--- config.mk ---
export PLATFORM = sky130hd
export DESIGN_NAME = count_display
export DESIGN_NICKNAME = d
export VERILOG_FILES = /design/src/rtl/count_display_pkg.sv /design/src/rtl/bin2bcd_seq.sv /design/src/rtl/count_display.sv
export SDC_FILE = /design/constraint.sdc
export NUM_CORES = 1
export LEC_CHECK = 0
export BUFFER_PORTS_ARGS = -buffer_cell sky130_fd_sc_hd__buf_2
export CORE_UTILIZATION = 56
export DETAILED_ROUTE_END_ITERATION = 8
export PLACE_DENSITY = 0.86
export SLEW_MARGIN = 20
export SYNTH_ARGS = -nofsm -noshare
export SYNTH_HDL_FRONTEND = slang
export SYNTH_SLANG_ARGS = --single-unit
export TNS_END_PERCENT = 100
--- constraint.sdc ---
create_clock -name clk -period 3.3 [get_ports clk]
set_input_delay 0.66 -clock clk [delete_from_list [all_inputs] [get_ports clk]]
set_output_delay 0.66 -clock clk [all_outputs]
set_load 0.02 [all_outputs]
--- src/rtl/count_display_pkg.sv ---
// count_display_pkg: shared types and constants for the count_display block.
// Holds the conversion FSM state type, width constants, the seven-segment
// lookup table (active-low {g,f,e,d,c,b,a}) and a digit-encoding helper.
package count_display_pkg;

  // Width of the binary count coming from the counter
  localparam int CNT_W = 10;
  // Four packed BCD nibbles: thousands, hundreds, tens, units
  localparam int BCD_W = 16;
  // Number of physical seven-segment digits
  localparam int DIGITS = 4;
  // Width of the digit-scan index
  localparam int IDX_W = 2;
  // One double-dabble step per input bit
  localparam int SHIFT_CYCLES = CNT_W;
  // Width of the shift-step counter (must hold SHIFT_CYCLES-1)
  localparam int SCNT_W = 4;

  // Conversion FSM states
  typedef enum logic [1:0] {
    IDLE  = 2'd0,
    SHIFT = 2'd1,
    LOAD  = 2'd2
  } conv_state_t;

  // All cathodes off
  localparam logic [6:0] SEG_BLANK = 7'h7F;

  // Active-low cathode patterns for decimal digits 0..9
  localparam logic [6:0] SEG_LUT [10] = '{
    7'h40,  // 0
    7'h79,  // 1
    7'h24,  // 2
    7'h30,  // 3
    7'h19,  // 4
    7'h12,  // 5
    7'h02,  // 6
    7'h78,  // 7
    7'h00,  // 8
    7'h10   // 9
  };

  // Encode one BCD digit; non-decimal codes show as blank rather than garbage
  function automatic logic [6:0] seg_encode(input logic [3:0] digit);
    if (digit <= 4'd9) begin
      return SEG_LUT[digit];
    end
    return SEG_BLANK;
  endfunction

endpackage

--- src/rtl/bin2bcd_seq.sv ---
// bin2bcd_seq: sequential double-dabble binary-to-BCD converter.
// In IDLE a conversion is launched whenever start is high and bin differs
// from the last value converted. SHIFT performs one add-3/shift step per
// clock for CNT_W clocks, LOAD publishes the result on bcd and pulses done
// on the following cycle. busy is high in SHIFT and LOAD.
module bin2bcd_seq
  import count_display_pkg::*;
(
  input  logic             clk,
  input  logic             reset,
  input  logic             start,
  input  logic [CNT_W-1:0] bin,
  output logic [BCD_W-1:0] bcd,
  output logic             done,
  output logic             busy
);

  conv_state_t       state;
  logic [CNT_W-1:0]  src_reg;
  logic [CNT_W-1:0]  last_reg;
  logic [BCD_W-1:0]  work_reg;
  logic [SCNT_W-1:0] shift_cnt;
  logic [BCD_W-1:0]  work_adj;

  // Add 3 to every BCD nibble that is 5 or more before the next shift,
  // so that the shift carries correctly into the next decimal digit
  generate
    for (genvar gi = 0; gi < DIGITS; gi++) begin : g_adj
      assign work_adj[gi*4 +: 4] = (work_reg[gi*4 +: 4] >= 4'd5)
                                   ? work_reg[gi*4 +: 4] + 4'd3
                                   : work_reg[gi*4 +: 4];
    end
  endgenerate

  // Conversion FSM with registered bcd, done and busy outputs
  always_ff @(posedge clk or posedge reset) begin
    if (reset) begin
      state     <= IDLE;
      src_reg   <= '0;
      last_reg  <= '0;
      work_reg  <= '0;
      shift_cnt <= '0;
      bcd       <= '0;
      done      <= 1'b0;
      busy      <= 1'b0;
    end else begin
      done <= 1'b0;
      case (state)
        IDLE: begin
          if (start && (bin != last_reg)) begin
            src_reg   <= bin;
            last_reg  <= bin;
            work_reg  <= '0;
            shift_cnt <= '0;
            busy      <= 1'b1;
            state     <= SHIFT;
          end
        end
        SHIFT: begin
          // Adjusted BCD shifts left, pulling in the next binary MSB
          work_reg <= {work_adj[BCD_W-2:0], src_reg[CNT_W-1]};
          src_reg  <= {src_reg[CNT_W-2:0], 1'b0};
          if (shift_cnt == SCNT_W'(SHIFT_CYCLES - 1)) begin
            state <= LOAD;
          end else begin
            shift_cnt <= shift_cnt + SCNT_W'(1);
          end
        end
        LOAD: begin
          bcd   <= work_reg;
          done  <= 1'b1;
          busy  <= 1'b0;
          state <= IDLE;
        end
        default: begin
          busy  <= 1'b0;
          state <= IDLE;
        end
      endcase
    end
  end

endmodule

--- src/rtl/count_display.sv ---
// count_display: converts a 10-bit count to decimal and scans it onto a
// four-digit, common-anode seven-segment display (Basys3 pinout).
// The binary-to-BCD conversion runs in bin2bcd_seq; the refresh divider,
// digit scan, digit mux and segment encoding live here.
// Optional build macro COUNT_DISPLAY_BLANK_EN: blank leading-zero digits
// (thousands, hundreds, tens); the units digit is always shown.
module count_display
  import count_display_pkg::*;
#(
  parameter int REFRESH_DIV = 100000
) (
  input  logic              clk,
  input  logic              reset,
  input  logic [CNT_W-1:0]  count_in,
  output logic [6:0]        seg,
  output logic [DIGITS-1:0] an,
  output logic              dp,
  output logic              busy
);

  localparam int DIV_W = (REFRESH_DIV > 1) ? $clog2(REFRESH_DIV) : 1;

  logic [DIV_W-1:0] div_cnt;
  logic             tick;
  logic [IDX_W-1:0] idx;
  logic [IDX_W-1:0] idx_next;
  logic [BCD_W-1:0] conv_bcd;
  logic             conv_done;
  logic [BCD_W-1:0] bcd_reg;
  logic [DIGITS-1:0] blank;
  logic [6:0]       digit_seg [DIGITS];

  // Decimal point is never used
  assign dp = 1'b1;

  // Converter restarts on its own whenever count_in moves away from the
  // last converted value, so the request is permanently enabled
  bin2bcd_seq u_bin2bcd (
    .clk   (clk),
    .reset (reset),
    .start (1'b1),
    .bin   (count_in),
    .bcd   (conv_bcd),
    .done  (conv_done),
    .busy  (busy)
  );

  // Capture each finished conversion; the display only samples it on ticks
  always_ff @(posedge clk or posedge reset) begin
    if (reset) begin
      bcd_reg <= '0;
    end else if (conv_done) begin
      bcd_reg <= conv_bcd;
    end
  end

  // Refresh divider: tick once every REFRESH_DIV clocks
  assign tick = (div_cnt == DIV_W'(REFRESH_DIV - 1));

  always_ff @(posedge clk or posedge reset) begin
    if (reset) begin
      div_cnt <= '0;
    end else if (tick) begin
      div_cnt <= '0;
    end else begin
      div_cnt <= div_cnt + DIV_W'(1);
    end
  end

  // Leading-zero blanking mask; the units digit is never blanked
`ifdef COUNT_DISPLAY_BLANK_EN
  generate
    for (genvar gi = 1; gi < DIGITS; gi++) begin : g_blank
      if (gi == DIGITS - 1) begin : g_top
        assign blank[gi] = (bcd_reg[gi*4 +: 4] == 4'd0);
      end else begin : g_lower
        assign blank[gi] = blank[gi+1] && (bcd_reg[gi*4 +: 4] == 4'd0);
      end
    end
  endgenerate
  assign blank[0] = 1'b0;
`else
  assign blank = '0;
`endif

  // Per-digit segment pattern, ready for the scan mux
  generate
    for (genvar gi = 0; gi < DIGITS; gi++) begin : g_digit
      assign digit_seg[gi] = blank[gi] ? SEG_BLANK
                                       : seg_encode(bcd_reg[gi*4 +: 4]);
    end
  endgenerate

  assign idx_next = idx + IDX_W'(1);

  // Digit scan: on each tick advance idx and register the matching anode
  // and cathode pattern; idx resets to 3 so the first tick lands on digit 0
  always_ff @(posedge clk or posedge reset) begin
    if (reset) begin
      idx <= IDX_W'(DIGITS - 1);
      an  <= '1;
      seg <= SEG_BLANK;
    end else if (tick) begin
      idx <= idx_next;
      an  <= ~(DIGITS'(1) << idx_next);
      seg <= digit_seg[idx_next];
    end
  end

endmodule

# Yosys cells after proc, flatten, opt, wreduce, memory -nomap -nowiden
# Memories as Yosys holds them, arrays and structs flattened.
# Cells that the tools add are included.
[classes]
order_cmp = 13
add_sub_neg = 7
bitwise = 7
shifts = 1
mux = 41
eq_ne = 8
n_reduce_logical = 7
[op_table]
columns = ["operator", "count"]
rows = [
  ["$mux W7", 18],
  ["$pmux W16 S2", 1],
  ["$ge A5 B5 Y1 const B", 4],
  ["$mux W4", 5],
  ["$not A4 Y5", 4],
  ["$pmux W10 S2", 1],
  ["$add A17 B1 Y17 const B", 1],
  ["$eq A17 B17 Y1 const B", 1],
  ["$mux W17", 1],
  ["$ge A4 B3 Y1 const B", 4],
  ["$le A4 B4 Y1 const B", 4],
  ["$mux W16", 1],
  ["$bmux W7 S2", 1],
  ["$add A4 B2 Y4 const B", 3],
  ["$mux W10", 1],
  ["$ne A10 B10 Y1", 1],
  ["$pmux W4 S2", 1],
  ["$reduce_and A2 Y1", 4],
  ["$mux W1", 6],
  ["$add A4 B1 Y4 const B", 1],
  ["$eq A4 B4 Y1 const B", 1],
  ["$mux W2", 2],
  ["$ne A2 B1 Y1 const B", 2],
  ["$not A4 Y4", 1],
  ["15 further kinds", 15],
]
[word_totals]
word_cells = 101
rom_bits = 448
in_bits = 12
register_bits = 106
out_inout_bits = 13
mem_count = 4
[memory_table]
columns = ["memory", "depth", "word_bits", "read_ports", "rd_ports_with_merged_regs", "wr", "line_no", "rtl"]
rows = [
  ["(no name shown)", 16, 7, 1, 0, 0, "count_display_pkg.sv:46", "return SEG_LUT[digit];"],
  ["(no name shown)", 16, 7, 1, 0, 0, "count_display_pkg.sv:46", ""],
  ["(no name shown)", 16, 7, 1, 0, 0, "count_display_pkg.sv:46", ""],
  ["(no name shown)", 16, 7, 1, 0, 0, "count_display_pkg.sv:46", ""],
]

# Logic depth before layout (Yosys ltp)
[logic_depth]
ltp_word = 9
ltp_mapped = 8
depth_no_buf = 7

# Modules after synthesis
# Synthesis repeated with hierarchy kept, for this count alone.
[hier_totals]
hier_cells = 567
hier_area_um2 = 5641.7
[by_module_without_submodules]
columns = ["mod", "cells_per_inst", "seq_area_each_um2", "area_per_inst_um2", "instances"]
rows = [
  ["bin2bcd_seq", 276, 1501.4, 2862.7, 1],
  ["count_display", 291, 1167.4, 2778.9, 1],
]

# Worst setup path before layout
# Ideal clock, no wire load.
[synth_path]
path_kind = "register -> register"
startpoint = "register idx[0]"
endpoint = "register seg[3]"
synth_period_minus_slack_ns = 2.157
slack_ns = 1.143
setup_time_ns = 0.080
n_path_buf = 2
arrival_ns = 2.077
required_time_ns = 3.220
stages_incl_launch_ff = 7
cell_sequence = "dfstp_2 > clkbuf_1 > inv_1 > ha_1 > clkbuf_1 > mux4_2 > o21ai_0"
[synth_via]
elab_chain_len = 5
[synth_rtl]
columns = ["item", "line_no", "rtl"]
rows = [
  ["start: declaration", "count_display.sv:25", "logic [IDX_W-1:0] idx;"],
  ["start signal: assignment", "count_display.sv:100", "idx <= IDX_W'(DIGITS - 1);"],
  ["start signal: assignment", "count_display.sv:104", "idx <= idx_next;"],
  ["$add A2 B1 Y2", "count_display.sv:94", "assign idx_next = idx + IDX_W'(1);"],
  ["net idx_next[0]", "count_display.sv:26", "logic [IDX_W-1:0] idx_next;"],
  ["$not A2 Y3 (not written as such)", "count_display.sv:106", "seg <= digit_seg[idx_next];"],
  ["$bmux W7 S2", "count_display.sv:106", ""],
  ["$mux W7 (not written as such) (2 in series)", "count_display.sv:106", ""],
  ["end signal: assignment", "count_display.sv:106", ""],
  ["end: declaration", "count_display.sv:15", "output logic [6:0] seg,"],
]
# The timed path passes the listed nets, and every way through them passes these cells. The select of a mux whose other input is x is not followed.
# A chain may end at the register's enable or synchronous reset.

# Worst setup path after layout
# Same ends and word-level chain as after synthesis.

==> metrics.md <==
| Metric | Value |
|---|---|
| DP Worst Slack | `approximately 0.9 ns` |
| Post-CTS Hold Buffers | `0` |
| Critical path capture point type | `flop` |
| Top FF cell, synth | `dfrtp_1` |
| VDD IR-drop max | `between 300 and 400 µV` |
| Synth Register Bits | `between 100 and 150` |
| Total GRT Usage | `around 22%` |
| Status | `completed` |
| Peak Freq | `roughly 440 MHz` |
| Pleak | `roughly 0.0026 µW` |
| Setup bufs post-CTS | `0` |
| Fin crit period | `between 2 and 2.5 ns` |
| Area leader, netlist | `dfrtp_1` |
| Ratio of cells with drive above 1 in the final layout | `14.8%` |
| Clock buffer count from CTS | `9` |
| Mapped Cells | `~560` |
| Mean post-synth cell area | `about 10 µm²` |
| Port Buffers | `23` |
| Setup Skew | `0.0246 ns` |
| Clk slew on worst S/H paths | `around 0.12 ns` |
| I/O pin cnt | `25` |
| Final Hold Viols | `0` |
| Core Region | `approximately 9700 µm²` |
| Setup CP Type | `flop to flop` |
| Max_cap viols | `0` |
| Number of fill cells | `roughly 750` |
| First-pass GRT wire length | `between 15000 and 20000 µm` |
| CP Launch Type | `flop` |
| Largest Register | `div_cnt` |
| Power Density | `around 750 nW/µm²` |
| Largest net degree at the start of global routing | `70` |
| Critical path required time | `roughly 3.6 ns` |
| Die Y | `roughly 100 µm` |
| CTS tree | `yes` |
| Drt pass-1 iters | `5` |
| Die area | `about 10000 µm²` |
| Post-synthesis cell area | `between 5000 and 6000 µm²` |
| Vias per std cell | `5.84` |
| Worst-margin pin slew | `roughly 0.82 ns` |
| Worst skew pair latency | `between 0.3 and 0.4 ns` |
| Initial antenna violation count | `0` |
| Share of the synthesized area in the top cell type | `approximately two fifths` |
| Slew HR | `45.2%` |
| # setup viols final | `0` |
| Max reg flops | `17` |
| Rows | `36` |
| Root buffer cell | `clkbuf_8` |
| Antenna diodes | `0` |
| WL final | `around 11000 µm` |
| Ranking of synthesized cells by area | `dfrtp_1, ha_1, dfstp_2` |
| Vias | `approximately 4.1k` |
| Endpoint arrival time on the critical path | `2.56 ns` |
| Setup slack after layout | `1.04 ns` |
| CTS Buffer Depth | `2` |
| Hold Path Class | `input pin to async pin` |
| Clock Sinks | `around 110` |
| # nets final | `just over 600` |
| H-tree depth | `3` |
| Final Max Slew Viols | `0` |
| Syn_nets | `608` |
| Total Neg Setup Slack | `0 ns` |
| Sequential cell area fraction in the yosys report | `a little under half` |
| Number of synthesized flops with an enable pin | `0` |
| Initial Util | `a little under three fifths` |
| GRT Residual Overflow | `0` |
| Async SR Flop Fraction | `100%` |
| Post-CTS sizing | `0` |
| HPWL after detailed placement | `around 7400 µm` |
| CP Max Fanout | `18` |
| Unrepaired setup endpoints after global routing | `no` |
| Synth cell types | `50` |
| Tcrit/Tclk final | `about two thirds` |
| DRT iter0 DRCs | `298` |
| DRC | `0` |
| Vias in the first global route | `4107` |
| Area Growth Syn to Fin | `7.17%` |
| Chip Width | `102 µm` |
| DR WL/cell | `15.1 µm` |
| Yosys Warn Count | `0` |
| Final GP Congestion | `about 0.9` |
| DRT antenna net count | `0` |
[path summary, 6_finish.rpt]
| check | depth (start not counted) | slack, ns | start | to |
|---|---|---|---|---|
| worst min-delay path | 2 | 0.43 | reset | div_cnt[3] |
| worst min register to register | 2 | 0.47 | u_bin2bcd.bcd[8] | bcd_reg[8] |
| max in group asynchronous | 3 | 2.03 | reset | an[1] |
| worst max register to register | 4 | 1.04 | idx[0] | seg[3] |
| min in group clk | 2 | 0.47 | u_bin2bcd.bcd[8] | bcd_reg[8] |
| worst max-delay path | 4 | 1.04 | idx[0] | seg[3] |
[cell usage in the layout (no fill, tap or decap), types with 5 or more instances in the layout]
master / n
dfstp_2: 13
a22o_1: 10
nand3_1: 17
mux2_2: 24
inv_1: 26
nand4_1: 7
nor2_1: 27
nand2_1: 85
ha_1: 35
a221oi_1: 8
a21oi_1: 22
dfrtp_1: 93
xnor2_1: 24
nand2b_1: 10
clkbuf_8: 9
nor2b_1: 5
o21ai_0: 57
o211ai_1: 10
buf_2: 23
xor2_1: 6
[critical path: stages, from the launching register on]
cell	delay [ns]
dfstp_2	0.65
inv_1	0.15
ha_1	0.66
mux4_2	0.57
o21ai_0	0.15
[kinds of logic (layout without fill, tap and decap cells)]
family / after synthesis / count (layout) / synth area share, %
buf+inv: 56 / 70 / 4.30
xor+xnor: 30 / 30 / 4.70
other cells: 1 / 1 / 0.0671
simple gates: 174 / 174 / 14.3
fa+ha+maj: 35 / 35 / 7.84
compound gates: 131 / 131 / 15.1
mux: 28 / 28 / 5.96
flops: 106 / 106 / 47.8
[per-stage QoR]
step | power, µW | utilization, % | area (µm²) | hold slack [ns] | cells
after floorplan | 3250 | - | 5590 | 0.448 | 561
after CTS | 4490 | 61.5 | 5990 | 0.451 | 708
after global routing | 4820 | 61.5 | 5990 | 0.494 | 708
after global placement | 3500 | 59.3 | 5770 | 0.465 | 692
after detailed placement | 3630 | 59.3 | 5770 | 0.473 | 692
final | 4480 | 61.5 | 5990 | 0.425 | 708
[layer usage]
layer / up-vias / global-route usage, % / part of all wire, %
met3: 30 / 4.31 / 4.3
met1: 2020 / 28.2 / 43
met4: 0 / 9.12 / 2.3
met5: - / 0 / 0
met2: 121 / 38.1 / 50
li1: 1961 / - / -
[area by class of cell]
cell class / instances / area, µm² / area share, %
Multi-Input combinational cell: 399 / 2680 / 44.7
Clock inverter: 7 / 87.6 / 1.46
Sequential cell: 106 / 2670 / 44.6
Inverter: 27 / 105 / 1.76
Tap cell: 133 / 166 / 2.78
Clock buffer: 9 / 124 / 2.07
Timing Repair Buffer: 27 / 158 / 2.63
[synthesized netlist by cell type (3+ instances only)]
cell type,number
nand2_1,85
nand2b_1,10
ha_1,35
nor2b_1,5
o21bai_1,4
dfstp_2,13
a22o_1,10
inv_1,27
o211ai_1,10
buf_2,12
xor2_1,6
and3_1,4
a221oi_1,8
clkbuf_1,14
dfrtp_1,93
xnor2_1,24
nand3_1,17
and2_1,3
nor3_1,4
a22oi_1,4
nand4_1,7
o21ai_0,57
nor3b_1,4
mux2_2,24
nor2_1,27
a21oi_1,22
[power breakdown]
group          internal [µW]  switching (µW)  leakage, µW  total, µW
sequential              1660             365      0.00135       2020
clock                    364             485    0.0000992        849
combinational            764             849      0.00117       1610
(Power assumes the default switching activity.)
